===== config.mk =====
export PLATFORM = sky130hd
export DESIGN_NAME = hwpe_cfg_initiator_flat
export DESIGN_NICKNAME = d
export VERILOG_FILES = /design/src/rtl/hwpe_cfg_initiator_pkg.sv /design/src/rtl/hwpe_cfg_initiator_if.sv /design/src/rtl/hwpe_cfg_initiator.sv /design/src/flat_wrapper.sv
export SDC_FILE = /design/constraint.sdc
export NUM_CORES = 1
export LEC_CHECK = 0
export BUFFER_PORTS_ARGS = -buffer_cell sky130_fd_sc_hd__buf_2
export CORE_MARGIN = 2
export CORE_UTILIZATION = 35
export DETAILED_ROUTE_END_ITERATION = 16
export GPL_TIMING_DRIVEN = 0
export SYNTH_ARGS = -nofsm -noshare
export SYNTH_HDL_FRONTEND = slang
export SYNTH_SLANG_ARGS = --single-unit

===== constraint.sdc =====
create_clock -name clk -period 2.4 [get_ports clk]
set_clock_uncertainty 0.2 [all_clocks]
set_input_delay 0.36 -clock clk [delete_from_list [all_inputs] [get_ports clk]]
set_output_delay 0.36 -clock clk [all_outputs]
set_load 0.02 [all_outputs]

===== src/rtl/hwpe_cfg_initiator_pkg.sv =====
// Shared types and constants for the HWPE configuration-bus initiator.
package hwpe_cfg_initiator_pkg;

  localparam int CFG_DW = 32;

  typedef enum logic [1:0] {
    ST_IDLE,
    ST_REQ,
    ST_WAIT,
    ST_RESP
  } cfg_state_e;

  typedef struct packed {
    logic              wen;
    logic [CFG_DW-1:0] add;
    logic [CFG_DW-1:0] wdata;
    logic [CFG_DW/8-1:0] be;
  } cfg_cmd_t;

  typedef struct packed {
    logic [CFG_DW-1:0] rdata;
    logic              err;
  } cfg_rsp_t;

endpackage


===== src/rtl/hwpe_cfg_initiator_if.sv =====
// Peripheral-interconnect config bus: req/gnt request channel plus r_valid/r_id response channel.
interface XBAR_PERIPH_BUS
  import hwpe_cfg_initiator_pkg::*;
#(
  parameter int ID_WIDTH = 8
);

  logic                req;
  logic [CFG_DW-1:0]   add;
  logic                wen;
  logic [CFG_DW/8-1:0] be;
  logic [CFG_DW-1:0]   wdata;
  logic [ID_WIDTH-1:0] id;
  logic                gnt;
  logic [CFG_DW-1:0]   r_rdata;
  logic                r_valid;
  logic [ID_WIDTH-1:0] r_id;

  modport Master (
    output req, add, wen, be, wdata, id,
    input  gnt, r_rdata, r_valid, r_id
  );

  modport Slave (
    input  req, add, wen, be, wdata, id,
    output gnt, r_rdata, r_valid, r_id
  );

endinterface


===== src/rtl/hwpe_cfg_initiator.sv =====
// Single-outstanding config-bus initiator: command stream in, one response per command out,
// with a per-phase timeout on grant and on response.
module hwpe_cfg_initiator
  import hwpe_cfg_initiator_pkg::*;
#(
  parameter int ID_WIDTH = 8,
  parameter int TIMEOUT  = 1024
) (
  input  logic                clk,
  input  logic                rst_n,
  input  logic                cmd_valid_i,
  output logic                cmd_ready_o,
  input  logic                cmd_wen_i,
  input  logic [CFG_DW-1:0]   cmd_add_i,
  input  logic [CFG_DW-1:0]   cmd_wdata_i,
  input  logic [CFG_DW/8-1:0] cmd_be_i,
  output logic                rsp_valid_o,
  input  logic                rsp_ready_i,
  output logic [CFG_DW-1:0]   rsp_rdata_o,
  output logic                rsp_err_o,
  output logic                busy_o,
  XBAR_PERIPH_BUS.Master      hwpe_cfg_master
);

  localparam int TW = (TIMEOUT > 1) ? $clog2(TIMEOUT) : 1;

  cfg_state_e          r_state;
  cfg_state_e          w_nextState;
  cfg_cmd_t            r_cmd;
  cfg_rsp_t            r_rsp;
  logic [ID_WIDTH-1:0] r_id;
  logic [ID_WIDTH-1:0] r_idCnt;
  logic [TW-1:0]       r_tmo;
  logic                r_req;
  logic                r_outOfReset;
  logic                w_cmdReady;
  logic                w_cmdFire;
  logic                w_timeout;

  assign w_cmdFire = cmd_valid_i && w_cmdReady;
  // A TIMEOUT of zero never aborts; otherwise the last allowed cycle is TIMEOUT-1.
  assign w_timeout = (TIMEOUT != 0) && (r_tmo == TW'(TIMEOUT - 1));

  always_ff @(posedge clk or negedge rst_n) begin
    if (!rst_n) begin
      r_state <= ST_IDLE;
    end else begin
      r_state <= w_nextState;
    end
  end

  always_comb begin
    w_nextState = r_state;
    case (r_state)
      ST_IDLE: if (w_cmdFire) w_nextState = ST_REQ;
      ST_REQ: begin
        if (hwpe_cfg_master.gnt)  w_nextState = ST_WAIT;
        else if (w_timeout)       w_nextState = ST_RESP;
      end
      ST_WAIT: begin
        if (hwpe_cfg_master.r_valid) w_nextState = ST_RESP;
        else if (w_timeout)          w_nextState = ST_RESP;
      end
      ST_RESP: if (rsp_ready_i) w_nextState = ST_IDLE;
      default: w_nextState = ST_IDLE;
    endcase
  end

  // Ready is held low while in reset and for the first edge after it.
  always_comb begin
    w_cmdReady  = r_outOfReset && (r_state == ST_IDLE);
    cmd_ready_o = w_cmdReady;
    busy_o      = (r_state != ST_IDLE);
    rsp_valid_o = (r_state == ST_RESP);
    rsp_rdata_o = r_rsp.rdata;
    rsp_err_o   = r_rsp.err;
  end

  assign hwpe_cfg_master.req   = r_req;
  assign hwpe_cfg_master.add   = r_cmd.add;
  assign hwpe_cfg_master.wen   = r_cmd.wen;
  assign hwpe_cfg_master.be    = r_cmd.be;
  assign hwpe_cfg_master.wdata = r_cmd.wdata;
  assign hwpe_cfg_master.id    = r_id;

  always_ff @(posedge clk or negedge rst_n) begin
    if (!rst_n) begin
      r_outOfReset <= 1'b0;
      r_req        <= 1'b0;
      r_cmd        <= '{wen: 1'b1, add: '0, wdata: '0, be: '0};
      r_id         <= '0;
      r_idCnt      <= '0;
      r_tmo        <= '0;
      r_rsp        <= '0;
    end else begin
      r_outOfReset <= 1'b1;
      r_req        <= (w_nextState == ST_REQ);

      if (r_state != w_nextState) begin
        r_tmo <= '0;
      end else if (r_state == ST_REQ || r_state == ST_WAIT) begin
        r_tmo <= r_tmo + TW'(1);
      end

      case (r_state)
        ST_IDLE: begin
          if (w_cmdFire) begin
            r_cmd   <= '{wen: cmd_wen_i, add: cmd_add_i, wdata: cmd_wdata_i, be: cmd_be_i};
            r_id    <= r_idCnt;
            r_idCnt <= r_idCnt + ID_WIDTH'(1);
          end
        end
        ST_REQ: begin
          if (!hwpe_cfg_master.gnt && w_timeout) begin
            r_rsp.rdata <= '0;
            r_rsp.err   <= 1'b1;
          end
        end
        ST_WAIT: begin
          // Write responses carry no data; a stale or foreign r_id flags an error.
          if (hwpe_cfg_master.r_valid) begin
            r_rsp.rdata <= r_cmd.wen ? hwpe_cfg_master.r_rdata : '0;
            r_rsp.err   <= (hwpe_cfg_master.r_id != r_id);
          end else if (w_timeout) begin
            r_rsp.rdata <= '0;
            r_rsp.err   <= 1'b1;
          end
        end
        default: ;
      endcase
    end
  end

endmodule

===== src/flat_wrapper.sv =====
// flat-port wrapper written by rule: the top's interface ports become plain ports
module hwpe_cfg_initiator_flat import hwpe_cfg_initiator_pkg::*;
#(
  parameter int ID_WIDTH = 8,
  parameter int TIMEOUT  = 1024
)
  (clk, rst_n, cmd_valid_i, cmd_ready_o, cmd_wen_i, cmd_add_i, cmd_wdata_i, cmd_be_i, rsp_valid_o, rsp_ready_i, rsp_rdata_o, rsp_err_o, busy_o, hwpe_cfg_master_req, hwpe_cfg_master_add, hwpe_cfg_master_wen, hwpe_cfg_master_be, hwpe_cfg_master_wdata, hwpe_cfg_master_id, hwpe_cfg_master_gnt, hwpe_cfg_master_r_rdata, hwpe_cfg_master_r_valid, hwpe_cfg_master_r_id);
  XBAR_PERIPH_BUS #(.ID_WIDTH(ID_WIDTH)) hwpe_cfg_master_i ();
  input  logic clk;
  input  logic rst_n;
  input  logic cmd_valid_i;
  output logic cmd_ready_o;
  input  logic cmd_wen_i;
  input  logic [CFG_DW-1:0] cmd_add_i;
  input  logic [CFG_DW-1:0] cmd_wdata_i;
  input  logic [CFG_DW/8-1:0] cmd_be_i;
  output logic rsp_valid_o;
  input  logic rsp_ready_i;
  output logic [CFG_DW-1:0] rsp_rdata_o;
  output logic rsp_err_o;
  output logic busy_o;
  output wire logic [$bits(hwpe_cfg_master_i.req)-1:0] hwpe_cfg_master_req;
  output wire logic [$bits(hwpe_cfg_master_i.add)-1:0] hwpe_cfg_master_add;
  output wire logic [$bits(hwpe_cfg_master_i.wen)-1:0] hwpe_cfg_master_wen;
  output wire logic [$bits(hwpe_cfg_master_i.be)-1:0] hwpe_cfg_master_be;
  output wire logic [$bits(hwpe_cfg_master_i.wdata)-1:0] hwpe_cfg_master_wdata;
  output wire logic [$bits(hwpe_cfg_master_i.id)-1:0] hwpe_cfg_master_id;
  input wire logic [$bits(hwpe_cfg_master_i.gnt)-1:0] hwpe_cfg_master_gnt;
  input wire logic [$bits(hwpe_cfg_master_i.r_rdata)-1:0] hwpe_cfg_master_r_rdata;
  input wire logic [$bits(hwpe_cfg_master_i.r_valid)-1:0] hwpe_cfg_master_r_valid;
  input wire logic [$bits(hwpe_cfg_master_i.r_id)-1:0] hwpe_cfg_master_r_id;
  assign hwpe_cfg_master_req = hwpe_cfg_master_i.req;
  assign hwpe_cfg_master_add = hwpe_cfg_master_i.add;
  assign hwpe_cfg_master_wen = hwpe_cfg_master_i.wen;
  assign hwpe_cfg_master_be = hwpe_cfg_master_i.be;
  assign hwpe_cfg_master_wdata = hwpe_cfg_master_i.wdata;
  assign hwpe_cfg_master_id = hwpe_cfg_master_i.id;
  assign hwpe_cfg_master_i.gnt = hwpe_cfg_master_gnt;
  assign hwpe_cfg_master_i.r_rdata = hwpe_cfg_master_r_rdata;
  assign hwpe_cfg_master_i.r_valid = hwpe_cfg_master_r_valid;
  assign hwpe_cfg_master_i.r_id = hwpe_cfg_master_r_id;
  hwpe_cfg_initiator #(.ID_WIDTH(ID_WIDTH), .TIMEOUT(TIMEOUT)) u_core (.clk(clk), .rst_n(rst_n), .cmd_valid_i(cmd_valid_i), .cmd_ready_o(cmd_ready_o), .cmd_wen_i(cmd_wen_i), .cmd_add_i(cmd_add_i), .cmd_wdata_i(cmd_wdata_i), .cmd_be_i(cmd_be_i), .rsp_valid_o(rsp_valid_o), .rsp_ready_i(rsp_ready_i), .rsp_rdata_o(rsp_rdata_o), .rsp_err_o(rsp_err_o), .busy_o(busy_o), .hwpe_cfg_master(hwpe_cfg_master_i));
endmodule

==> results.cfg <==
[global_route]
grt_pass1_vias = 5440
grt_max_degree = 81
grt_antenna_before_repair = 0
grtUsageTotal_pct = 19.1
gr-max-usage-layer = met2
gr-usage-met2_pct = 33.4
use_met3_pct = 5.02
grt_pass1_wl_um = 26800
met1_usage_pct = 23.2
grt.overflow.total = 0

[timing]
worst_pin_slew_ns = 0.597
timing.slew.headroom_pct = 59.8
drv_slew = 0
grt_setup_unrepaired = false
fin_crit_ns = 2.27
finalCritPeriodShare_pct = 94.6
fmax_mhz = 440
worst_slack_ns = 0.129
finalSetupViolations = 0
finalSetupTns_ns = 0
holdWs_ns = 0.211
hold_viol = 0

[synth]
synth_fp_nets = 719
synthCells = 597
syn-cell-area_sq_um = 5690
ys_seq_elements = 132
synth_edf_count = 0
synth_simple_gate_area_share_pct = 22.1
yosysMostFrequentCell = nand2_1
yosys.area_share.adder_pct = 1.54
synth_top_family_by_area = simple AND/OR/NAND/NOR gates
synth_area_leader_cell = dfrtp_1
post-synth-top-area-fraction_pct = 57.6
synth.area.top_cells = dfrtp_1 58%, nand2_1 18%, mux2i_1 5.8%
synth_compound_area_share_pct = 3.78
synth_xor_area_share_pct = 3.69
yosys_warnings = 0
ys.flop_type = dfrtp_1
avgSynthCellArea_sq_um = 9.54
async_flop_share_pct = 100
ys_seq_area_share_pct = 58.0
yosysUniqueCellTypes = 41
synthTopCellsByCount = 274 x nand2_1, 131 x dfrtp_1, 38 x inv_1
synthMuxAreaShare_pct = 6.00

[setup_path]
worstSetupEndpoint = u_core.r_tmo[5]
timing.rr.start = u_core.r_state[1]
crit_slowest_cell = a2111o_1
cp_slowest_stage_delay_ns = 0.50
critical_path_arrival_ns = 2.33
crit_chain = inv_1, ha_1, nor2b_1, a2111o_1, o21ai_2, a211oi_1
critPathKind = flop to flop
r2r_slack_ns = 0.13
start_kind = flop
cp.required_ns = 2.46
cp-startpoint = u_core.r_state[1]
r2r_cells = 6
crit_fanout = 8
r2r_end = u_core.r_tmo[5]
crit_path_end_kind = flop

[cts]
clk_pin_slew_worst_paths_ns = 0.06
numCtsBuffers = 17
clk_latency_ns = 0.40
clockBufferDepth = 2
h-tree-depth = 4
cts.sinks = 132
cts_tree = yes
cts_setup_buffers = 0
cts-root-buf = clkbuf_16

[floorplanning]
start_util_pct = 35.8
die_w_um = 132
core_sq_um = 15900
dieArea_sq_um = 17300
num_rows = 46
die_h_um = 132
ios = 229

[run_status]
status = finished clean

[power]
combPwrFrac_pct = 39.6
p_leak_nw = 4.80
power_density_nw_per_um2 = 1170
irDropWorstVdd_mv = 0.559
p_sw_mw = 4.16
power_frac_clock_pct = 24.3
p_seq_share_pct = 36.1
finalPower_mw = 10.2
internal_power_mw = 6.03
sw_frac_of_total_pct = 40.8

[drt]
wl_um = 16200
first_pass_iters = 6
final_antenna_net_count = 0
vias = 5202
drcViolationCount = 0
wl_per_cell_um = 13.7
viasPerCell = 4.43
detail_route.iter0.violations = 180

[worst_hold_path]
hold_path.class = primary input to flop

[finish]
fill_cells = 1413
layout.nets = 1068
fin_util_pct = 55.1
post_layout_nonfiller_instances = 1175
drive_gt1_share_pct = 29.8
area_delta_synth_final_pct = 53.6
final_cell_area_sq_um = 8750
antenna_cells = 0

[placement]
place_area_sq_um = 7140
portBuffers = 228
place_inst = 1042
pre_cts_ws_ns = -0.458
place_hpwl_um = 10200
place_congestion = 0.777

[run]
maxCapViolCount = 0
==> routing by layer <==
| metal | vias up | routed length (um) |
|---|---|---|
| li1 | 2578 | - |
| met1 | 2421 | 6980 |
| met2 | 182 | 8020 |
| met3 | 21 | 874 |
| met4 | 0 | 280 |
| met5 | - | 0 |
==> cell families (layout without fill, tap and decap cells) <==
group	Yosys count	after routing
multiplexers	34	34
flip-flops	132	132
other	1	1
XOR/XNOR	24	24
adder cells (fa/ha/maj)	7	7
buffers and inverters	66	427
AO/OA/AOI/OAI	22	23
AND/OR/NAND/NOR	311	311
==> registers in the layout, indices dropped and copies added, names as in the netlist <==
register and count:
u_core.hwpe_cfg_master.add 32, u_core.hwpe_cfg_master.be 4, u_core.hwpe_cfg_master.id 8, u_core.hwpe_cfg_master.req 1, u_core.hwpe_cfg_master.wdata 32, u_core.hwpe_cfg_master.wen 1, u_core.r_idCnt 8, u_core.r_outOfReset 1
u_core.r_state 2, u_core.r_tmo 10, u_core.rsp_err_o 1, u_core.rsp_rdata_o 32
==> power groups by stage <==
| stage | clock network, mW | logic [mW] | registers [mW] |
|---|---|---|---|
| after floorplan | 0 | 1.38 | 4.69 |
| after global placement | 0 | 3.83 | 3.66 |
| after detailed placement | 0 | 3.88 | 3.66 |
| after CTS | 2.55 | 4.02 | 3.65 |
| after global routing | 2.64 | 4.43 | 3.80 |
| final | 2.48 | 4.04 | 3.68 |
==> timing repair <==
item                                    4_1_cts  5_1_grt
hold buffers                                102        0
endpoints found under the setup margin       92       83
gates resized for setup                       4        9
hold endpoints to repair                    153        0
gates cloned                                  0        1
pin swaps                                     0        1
==> layout make-up <==
| type | count | area, sq um | area share [%] |
|---|---|---|---|
| multi-input cells | 400 | 2140 | 24.4 |
| plain buffers | 26 | 131 | 1.50 |
| clock buffers | 18 | 439 | 5.02 |
| repair buffers | 331 | 2200 | 25.1 |
| flip-flops and latches | 132 | 3310 | 37.8 |
| well taps | 216 | 270 | 3.09 |
| clock inverters | 14 | 126 | 1.44 |
| inverters | 38 | 143 | 1.63 |
==> worst min path at each step <==
stage                                        start                             end  slack [ns]  cells after the start
floorplan                                    rst_n   u_core.hwpe_cfg_master.add[0]       -0.14                      0
global placement    u_core.hwpe_cfg_master.add[21]  u_core.hwpe_cfg_master.add[21]        0.25                      2
detailed placement                           rst_n           u_core.rsp_rdata_o[2]        0.14                      1
CTS                        hwpe_cfg_master_r_valid               u_core.r_state[0]        0.20                      4
global route               hwpe_cfg_master_r_valid               u_core.r_state[0]        0.22                      4
finish                     hwpe_cfg_master_r_valid               u_core.r_state[0]        0.21                      4
==> worst max-delay path: cells and delay by family (launching register included) <==
family / cells / cell delay (ns)
adder cells (fa/ha/maj): 1 / 0.25
buffers and inverters: 1 / 0.11
flip-flops: 1 / 0.44
AND/OR/NAND/NOR: 1 / 0.20
AO/OA/AOI/OAI: 3 / 0.91
==> placed cells by master, fill, tap and decap left out, types with 5 or more instances in the layout <==
cell / Yosys / routed
buf_1: 6 / 5
clkbuf_1: 15 / 9
a211oi_1: 10 / 10
clkbuf_2: 0 / 5
mux2i_1: 33 / 33
xor2_1: 12 / 12
clkinvlp_4: 0 / 5
buf_2: 4 / 231
nand2_1: 274 / 274
dfrtp_1: 131 / 130
xnor2_1: 12 / 12
clkbuf_16: 0 / 17
dlygate4sd3_1: 0 / 102
inv_1: 38 / 37
ha_1: 7 / 7
inv_6: 0 / 5
nand3_1: 8 / 8
nor2_1: 6 / 6
No activity file was read; power rests on OpenSTA's default activity.
